===== src/rtl/regfile_wb_arbiter.sv =====
// regfile_wb_arbiter: shares the register-file write port between the in-order
// writeback stage and a long-latency unit. Completed long-latency results sit in
// a 2-entry FIFO. A per-register pending scoreboard drives the decode stall.
module regfile_wb_arbiter #(
    parameter int XLEN         = 32,
    parameter int STARVE_LIMIT = 4
) (
    input  logic            clk,
    input  logic            reset,
    input  logic            pipe_we,
    input  logic [4:0]      pipe_wa,
    input  logic [XLEN-1:0] pipe_wd,
    input  logic            lu_issue,
    input  logic [4:0]      lu_issue_rd,
    input  logic            lu_valid,
    input  logic [4:0]      lu_wa,
    input  logic [XLEN-1:0] lu_wd,
    output logic            lu_ready,
    input  logic [4:0]      dec_ra1,
    input  logic [4:0]      dec_ra2,
    input  logic [4:0]      dec_rd,
    input  logic            dec_valid,
    output logic            stall,
    output logic            wb_hold,
    output logic            rf_we,
    output logic [4:0]      rf_wa,
    output logic [XLEN-1:0] rf_wd
);

    localparam int SW = $clog2(STARVE_LIMIT + 1);

    logic [31:0]     pend;
    logic [31:0]     pend_nxt;
    logic [4:0]      fifo_wa [2];
    logic [XLEN-1:0] fifo_wd [2];
    logic [1:0]      count;
    logic [SW-1:0]   starve;

    logic has_entry;
    logic starved;
    logic pipe_live;
    logic sel_pipe;
    logic pop;
    logic push;
    logic push_idx;
    logic hazard;

    assign has_entry = (count != 2'd0);
    assign starved   = has_entry && (starve == SW'(STARVE_LIMIT));
    assign pipe_live = pipe_we && (pipe_wa != 5'd0);
    assign sel_pipe  = pipe_live && !starved;
    assign pop       = !reset && has_entry && !sel_pipe;
    assign lu_ready  = !reset && (count < 2'd2);
    // Results targeting x0 are acknowledged but never stored.
    assign push      = lu_valid && lu_ready && (lu_wa != 5'd0);
    // A push slides into the slot just vacated when a pop happens alongside it.
    assign push_idx  = pop ? 1'b0 : count[0];

    assign hazard = dec_valid && (((dec_ra1 != 5'd0) && pend[dec_ra1]) ||
                                  ((dec_ra2 != 5'd0) && pend[dec_ra2]) ||
                                  ((dec_rd  != 5'd0) && pend[dec_rd]));
    assign stall   = !reset && (hazard || starved);
    assign wb_hold = !reset && starved;

    // Write-port mux: pipeline first unless the FIFO has been starved too long.
    always_comb begin
        rf_we = 1'b0;
        rf_wa = 5'd0;
        rf_wd = '0;
        if (!reset) begin
            if (sel_pipe) begin
                rf_we = 1'b1;
                rf_wa = pipe_wa;
                rf_wd = pipe_wd;
            end else if (has_entry) begin
                rf_we = 1'b1;
                rf_wa = fifo_wa[0];
                rf_wd = fifo_wd[0];
            end
        end
    end

    // Scoreboard next state: clear on write-out, then a new issue re-sets (set wins).
    always_comb begin
        pend_nxt = pend;
        if (pop) pend_nxt[fifo_wa[0]] = 1'b0;
        if (lu_issue && (lu_issue_rd != 5'd0)) pend_nxt[lu_issue_rd] = 1'b1;
        pend_nxt[0] = 1'b0;
    end

    // Scoreboard register.
    always_ff @(posedge clk) begin
        if (reset) pend <= '0;
        else       pend <= pend_nxt;
    end

    // FIFO occupancy; entry 0 is always the head.
    always_ff @(posedge clk) begin
        if (reset) count <= 2'd0;
        else       count <= count - {1'b0, pop} + {1'b0, push};
    end

    // FIFO payload; contents are don't-care while count says empty.
    always_ff @(posedge clk) begin
        if (pop) begin
            fifo_wa[0] <= fifo_wa[1];
            fifo_wd[0] <= fifo_wd[1];
        end
        if (push) begin
            fifo_wa[push_idx] <= lu_wa;
            fifo_wd[push_idx] <= lu_wd;
        end
    end

    // Starve counter: counts pipeline wins while the FIFO waits, saturating.
    always_ff @(posedge clk) begin
        if (reset || !has_entry || pop)
            starve <= '0;
        else if (sel_pipe && (starve != SW'(STARVE_LIMIT)))
            starve <= starve + SW'(1);
    end

endmodule


===== config.mk =====
export PLATFORM = sky130hd
export DESIGN_NAME = regfile_wb_arbiter
export DESIGN_NICKNAME = d
export VERILOG_FILES = /design/src/rtl/regfile_wb_arbiter.sv
export SDC_FILE = /design/constraint.sdc
export NUM_CORES = 1
export LEC_CHECK = 0
export CAP_MARGIN = 20
export CORE_MARGIN = 2
export CORE_UTILIZATION = 55
export CTS_BUF_LIST = sky130_fd_sc_hd__clkbuf_4 sky130_fd_sc_hd__clkbuf_8
export DETAILED_ROUTE_END_ITERATION = 10
export PLACE_DENSITY = 0.95
export SLEW_MARGIN = 10
export SYNTH_ARGS = -nofsm -noshare
export SYNTH_HDL_FRONTEND = slang
export SYNTH_SLANG_ARGS = --single-unit

===== constraint.sdc =====
create_clock -name clk -period 8.9 [get_ports clk]
set_clock_uncertainty 0.1 [all_clocks]
set_input_delay 0.89 -clock clk [delete_from_list [all_inputs] [get_ports clk]]
set_output_delay 0.89 -clock clk [all_outputs]
set_load 0.02 [all_outputs]

==> results.yml, run 1 <==
run_status:
  status: "completed"
clocking:
  cts_made_buffers: 9
  cts_hold_buf: 0
  cts_setup_buffers: 0
  cts_sinks: 110
  cts-root-buf: "clkbuf_8"
  post_cts_resized: 0
  ctsHtreeMaxLevel: 3
  cts_buffer_depth: 2
  clk_latency_ns: 0.37
  clk_pin_slew_ns: 0.09
  cts_tree: "yes"
pwr:
  power_w: 0.00118
  p_sw_share_pct: 28.6
  ir_worst_vdd_uv: 125
  p_per_area_mw_per_mm2: 160
  comb_power_share_pct: 23.6
  p_leak_nw: 2.59
  power.internal_w: 0.000842
  pwr-share-seq_pct: 52.7
  p_sw_w: 0.000338
  clock_power_share_pct: 23.8
floorplan:
  io_pins: 141
  num_rows: 37
  fp.dieH_um: 106
  die_area_mm2: 0.0112
  coreArea_mm2: 0.0102
  start_util_pct: 55.9
  die_x_um: 106
routing:
  routedWlPerCell_um: 21.6
  drt_wl_total_um: 16300
  drc: 0
  num_vias: 4687
  wl_met3_um: 1450
  drt-met1-wl_um: 6110
  dr.pass1.iters: 5
  routed_via_density: 6.22
  drt-initial-drc-count: 390
  routed.top_layer: "met4"
  antenna_left: 0
  route.met2.wl_um: 8130
finish:
  register_area_mm2: 0.00294
  fillers: 616
  layout.nets: 716
  stdcell_count: 754
  final_cell_mix: "clkdlybuf4s50_1 (140), edfxtp_1 (74), nand2_1 (43)"
  drive_above_1_share_pct: 13.3
  layout_commonest_cell: "clkdlybuf4s50_1"
  multi_input_area_mm2: 0.00258
  synthToLayoutAreaGrowth_pct: 29.3
logic_synthesis:
  ys_types: 49
  yosys_warnings: 0
  ys_ff_latch: 110
  ys.flop_type: "edfxtp_1"
  yosysSeqAreaShare_pct: 51.7
  async_reset_ff_share_pct: 0
  syn_area_mm2: 0.00569
  synth_fp_nets: 593
  synth_edf_count: 74
  syn_avg_cell_area_um2: 11.6
  syn_inst: 489
setup_path:
  crit_fanout: 14
  required_ns: 7.91
  cp-end-kind: "output pin"
  cp.arrival_ns: 3.90
  worst-setup-path-type: "primary input to output pin"
  critPathLaunchType: "primary input"
sta:
  slew_viol_final: 0
  rsz0062_at_grt: "false"
  finalCriticalPeriod_ns: 4.89
  hold_violations: 0
  worst_slack_ns: 4.01
  fin_tns_setup_ns: 0
  tightest_slew_ns: 1.06
  fmax_ghz: 0.204
  slew_headroom_pct: 29.3
  setup_viol: 0
  fin_crit_sh_pct: 55.0
placement:
  routabilityCongestion: 0.893
  io_buffers: 140
  dpl_worst_slack_ns: 3.70
  placed_cells: 735
  dp.final_hpwl_um: 11300
global_routing:
  grt_pass1_wl_um: 24500
  grt.total_usage_pct: 28.2
  grt.overflow.total: 0
  antenna_found_initial: 1
  grt_pass1_vias: 4695
  grt_max_degree: 42
hold_path:
  hp-class: "flip-flop to flip-flop"
flow_run:
  maxCapViolCount: 0
-- worst paths after layout --
| kind | from | endpoint | cells after the start | slack, ns |
|---|---|---|---|---|
| worst max register to register | starve[0] | count[1] | 12 | 5.82 |
| worst min-delay path | pend[7] | pend[7] | 2 | 0.42 |
| worst min register to register | pend[7] | pend[7] | 2 | 0.42 |
| worst max-delay path | dec_ra1[2] | stall | 7 | 4.01 |
-- flip-flops by register name, summed over array words and instances (netlist names) --
name and cells:
pend 31, count 2, starve 3, fifo_wd 64, fifo_wa 10
-- logic make-up after synthesis --
kind of cell	Yosys count	share of synthesized area, %
compound gates	123	14.2
xor+xnor	3	0.462
fa+ha+maj	4	0.879
buf+inv	39	3.21
flops	110	51.7
mux	77	17.4
simple gates	133	12.2
-- cell usage after synthesis (2+ instances only) --
library cell	count	area share, %
edfxtp_1	74	39
nand2_1	44	2.9
a21oi_1	36	3.2
dfxtp_1	36	13
a22o_1	35	5.4
mux2i_1	31	5.4
o21ai_0	28	2.5
nor2_1	20	1.3
mux2_2	19	3.8
mux2_4	19	5.0
clkbuf_1	13	0.86
nand3_1	13	1.1
buf_2	11	0.97
nand2b_1	11	1.2
mux4_2	8	3.2
o21ai_1	8	0.70
inv_1	7	0.46
nor3_1	7	0.62
nand3b_1	6	0.79
nor2b_1	6	0.66
buf_1	5	0.33
nor3b_1	5	0.66
or2_2	5	0.55
ha_1	4	0.88
nor4_1	4	0.44
a2111oi_0	3	0.46
a22oi_1	3	0.40
buf_6	3	0.59
o211ai_1	3	0.40
or4b_4	2	0.48
xnor2_1	2	0.31
-- power by group through the flow --
stage | Clock (W) | Sequential, W | Combinational [W]
after global routing | 0.000297 | 0.000624 | 0.000292
after detailed placement | 0 | 0.000629 | 0.000269
final | 0.000280 | 0.000621 | 0.000278
after global placement | 0 | 0.000628 | 0.000256
after CTS | 0.000279 | 0.000619 | 0.000272
after floorplan | 0 | 0.000616 | 0.000159
-- worst max-delay path: stages --
cell,delay [ns]
clkdlybuf4s50_1,0.92
mux2i_1,0.17
mux4_2,0.48
a2111oi_0,0.44
nor4_1,0.13
a32oi_1,0.23
clkdlybuf4s50_1,0.64
-- through the flow --
| stage | cell area (µm²) | utilization (%) | hold slack (ns) |
|---|---|---|---|
| final | 7360 | 72.3 | 0.419 |
| after global routing | 7360 | 72.3 | 0.457 |
| after CTS | 7310 | 71.8 | 0.420 |
| after detailed placement | 7140 | 70.1 | 0.408 |
| after global placement | 7140 | 70.1 | 0.393 |
| after floorplan | 5690 | - | 0.369 |
-- cell type report --
| cell class | count | area share, % |
|---|---|---|
| Inverter | 7 | 0.357 |
| Clock inverter | 5 | 0.476 |
| Antenna cell | 1 | 0.0340 |
| Sequential cell | 110 | 40.0 |
| Multi-Input combinational cell | 340 | 35.1 |
| Clock buffer | 11 | 1.89 |
| Timing Repair Buffer | 144 | 19.9 |
| Tap cell | 136 | 2.31 |
-- metal layers --
layer,vias up,track usage [%]
met5,-,0
met4,0,13.2
met3,47,6.00
met2,289,47.9
met1,2252,34.2
li1,2099,-
Note: power is estimated with default switching activity, not from simulation.
==> run 2, diff against run 1 <==
CORE_UTILIZATION = 51   (was 55)
PLACE_DENSITY = 0.93   (was 0.95)
clock period = 4.82 ns   (was 8.9 ns; I/O delays follow)
==> results.yml, run 2 (synthesis gave the netlist of run 1 again) <==
clocking:
  cts_hold_buf: 0
  clk_pin_slew_ns: 0.11
  cts_made_buffers: 9
  cts_tree: "yes"
  ctsHtreeMaxLevel: 3
  cts-root-buf: "clkbuf_8"
  clk_latency_ns: 0.37
  cts_sinks: 110
  post_cts_resized: 0
  cts_buffer_depth: 2
  cts_setup_buffers: 0
routing:
  num_vias: 4620
  dr.pass1.iters: 7
  drt_wl_total_um: 15600
  drt-initial-drc-count: 365
  drc: 0
  routed_via_density: 6.10
  antenna_left: 0
  routedWlPerCell_um: 20.6
global_routing:
  grt_max_degree: 41
  grt_pass1_wl_um: 24100
  grt.total_usage_pct: 26.6
  grt_pass1_vias: 4688
  antenna_found_initial: 0
  grt.overflow.total: 0
sta:
  fin_hold_ws_ns: 0.424
  slew_headroom_pct: 29.6
  setup_viol: 0
  hold_violations: 0
  tightest_slew_ns: 1.05
  fin_tns_setup_ns: 0
  finalCriticalPeriod_ns: 4.01
  fmax_ghz: 0.249
  fin_crit_sh_pct: 83.2
  rsz0062_at_grt: "false"
  slew_viol_final: 0
placement:
  io_buffers: 140
  routabilityCongestion: 0.893
  placed_area_mm2: 0.00716
  dp.final_hpwl_um: 11500
floorplan:
  io_pins: 141
  die_area_mm2: 0.0120
  start_util_pct: 52.3
  die_x_um: 110
  fp.dieH_um: 110
  num_rows: 38
  coreArea_mm2: 0.0109
finish:
  multi_input_area_mm2: 0.00258
  drive_above_1_share_pct: 13.3
  register_area_mm2: 0.00294
  final_cell_mix: "clkdlybuf4s50_1 (140), edfxtp_1 (74), nand2_1 (43)"
  largest_register_ffs: 64
  top_regs: "fifo_wd: 64 flops, pend: 31 flops, fifo_wa: 10 flops"
  diodes: 0
  fillers: 753
  layout_commonest_cell: "clkdlybuf4s50_1"
  synthToLayoutAreaGrowth_pct: 29.3
  fin_util_pct: 67.6
  layout.nets: 716
  final_area_mm2: 0.00736
  top_register: "fifo_wd"
hold_path:
  hp-class: "flip-flop to flip-flop"
setup_path:
  worst-setup-path-type: "primary input to output pin"
  cp.arrival_ns: 3.43
  critPathLaunchType: "primary input"
  cp-end-kind: "output pin"
  crit_fanout: 33
  required_ns: 4.24
run_status:
  status: "completed"
pwr:
  p_per_area_mw_per_mm2: 301
  ir_worst_vdd_uv: 226
  p_leak_nw: 2.59
flow_run:
  maxCapViolCount: 0
[run 2: cell count changes in the layout (fill, tap and decap cells not counted), sizes merged]
cell	change
bufinv	+1
clkbuf	-2
clkinv	-2
clkinvlp	+1
diode	-1
inv	+2
[run 2: final timing paths]
| check | startpoint | endpoint | slack, ns | depth (start not counted) |
|---|---|---|---|---|
| worst min-delay path | pend[15] | pend[15] | 0.42 | 2 |
| worst max-delay path | pipe_wa[2] | rf_wd[22] | 0.81 | 8 |
| worst max register to register | starve[0] | count[0] | 2.07 | 11 |
| worst min register to register | pend[15] | pend[15] | 0.42 | 2 |
[run 2: worst max-delay path: stages]
cell	delay, ns
clkdlybuf4s50_1	0.41
or4_4	0.56
o211ai_4	0.30
nand2_4	0.15
inv_1	0.24
buf_4	0.40
a22o_1	0.22
clkdlybuf4s50_1	0.64
[run 2: routing by layer]
metal / global-route usage [%] / wire length, µm
met5: 0 / 0
met4: 9.95 / 463
met3: 5.33 / 1300
met2: 46.8 / 7800
met1: 32.4 / 6030
[run 2: per-stage QoR]
stage                     setup slack, ns  std cells  total power (W)
after CTS                           0.813        757          0.00222
after floorplan                      1.61        489          0.00143
after global placement              0.882        741          0.00164
final                               0.810        757          0.00221
after detailed placement            0.815        741          0.00166
after global routing                0.678        757          0.00228
[run 2: where the power goes]
part,total [W],leakage [nW],switching (W),internal (W)
Combinational,0.000497,1.52,0.000251,0.000247
Sequential,0.00114,0.972,0.0000463,0.00110
Clock,0.000572,0.0964,0.000326,0.000246
Total,0.00221,2.59,0.000623,0.00159
[run 2: final cells by class]
type	instances	share of cell area [%]
inverter	7	0.357
sequential	110	40.0
clock buffer	9	1.68
tap	140	2.38
multi-input combinational	340	35.1
timing repair buffer	144	19.4
clock inverter	7	1.09
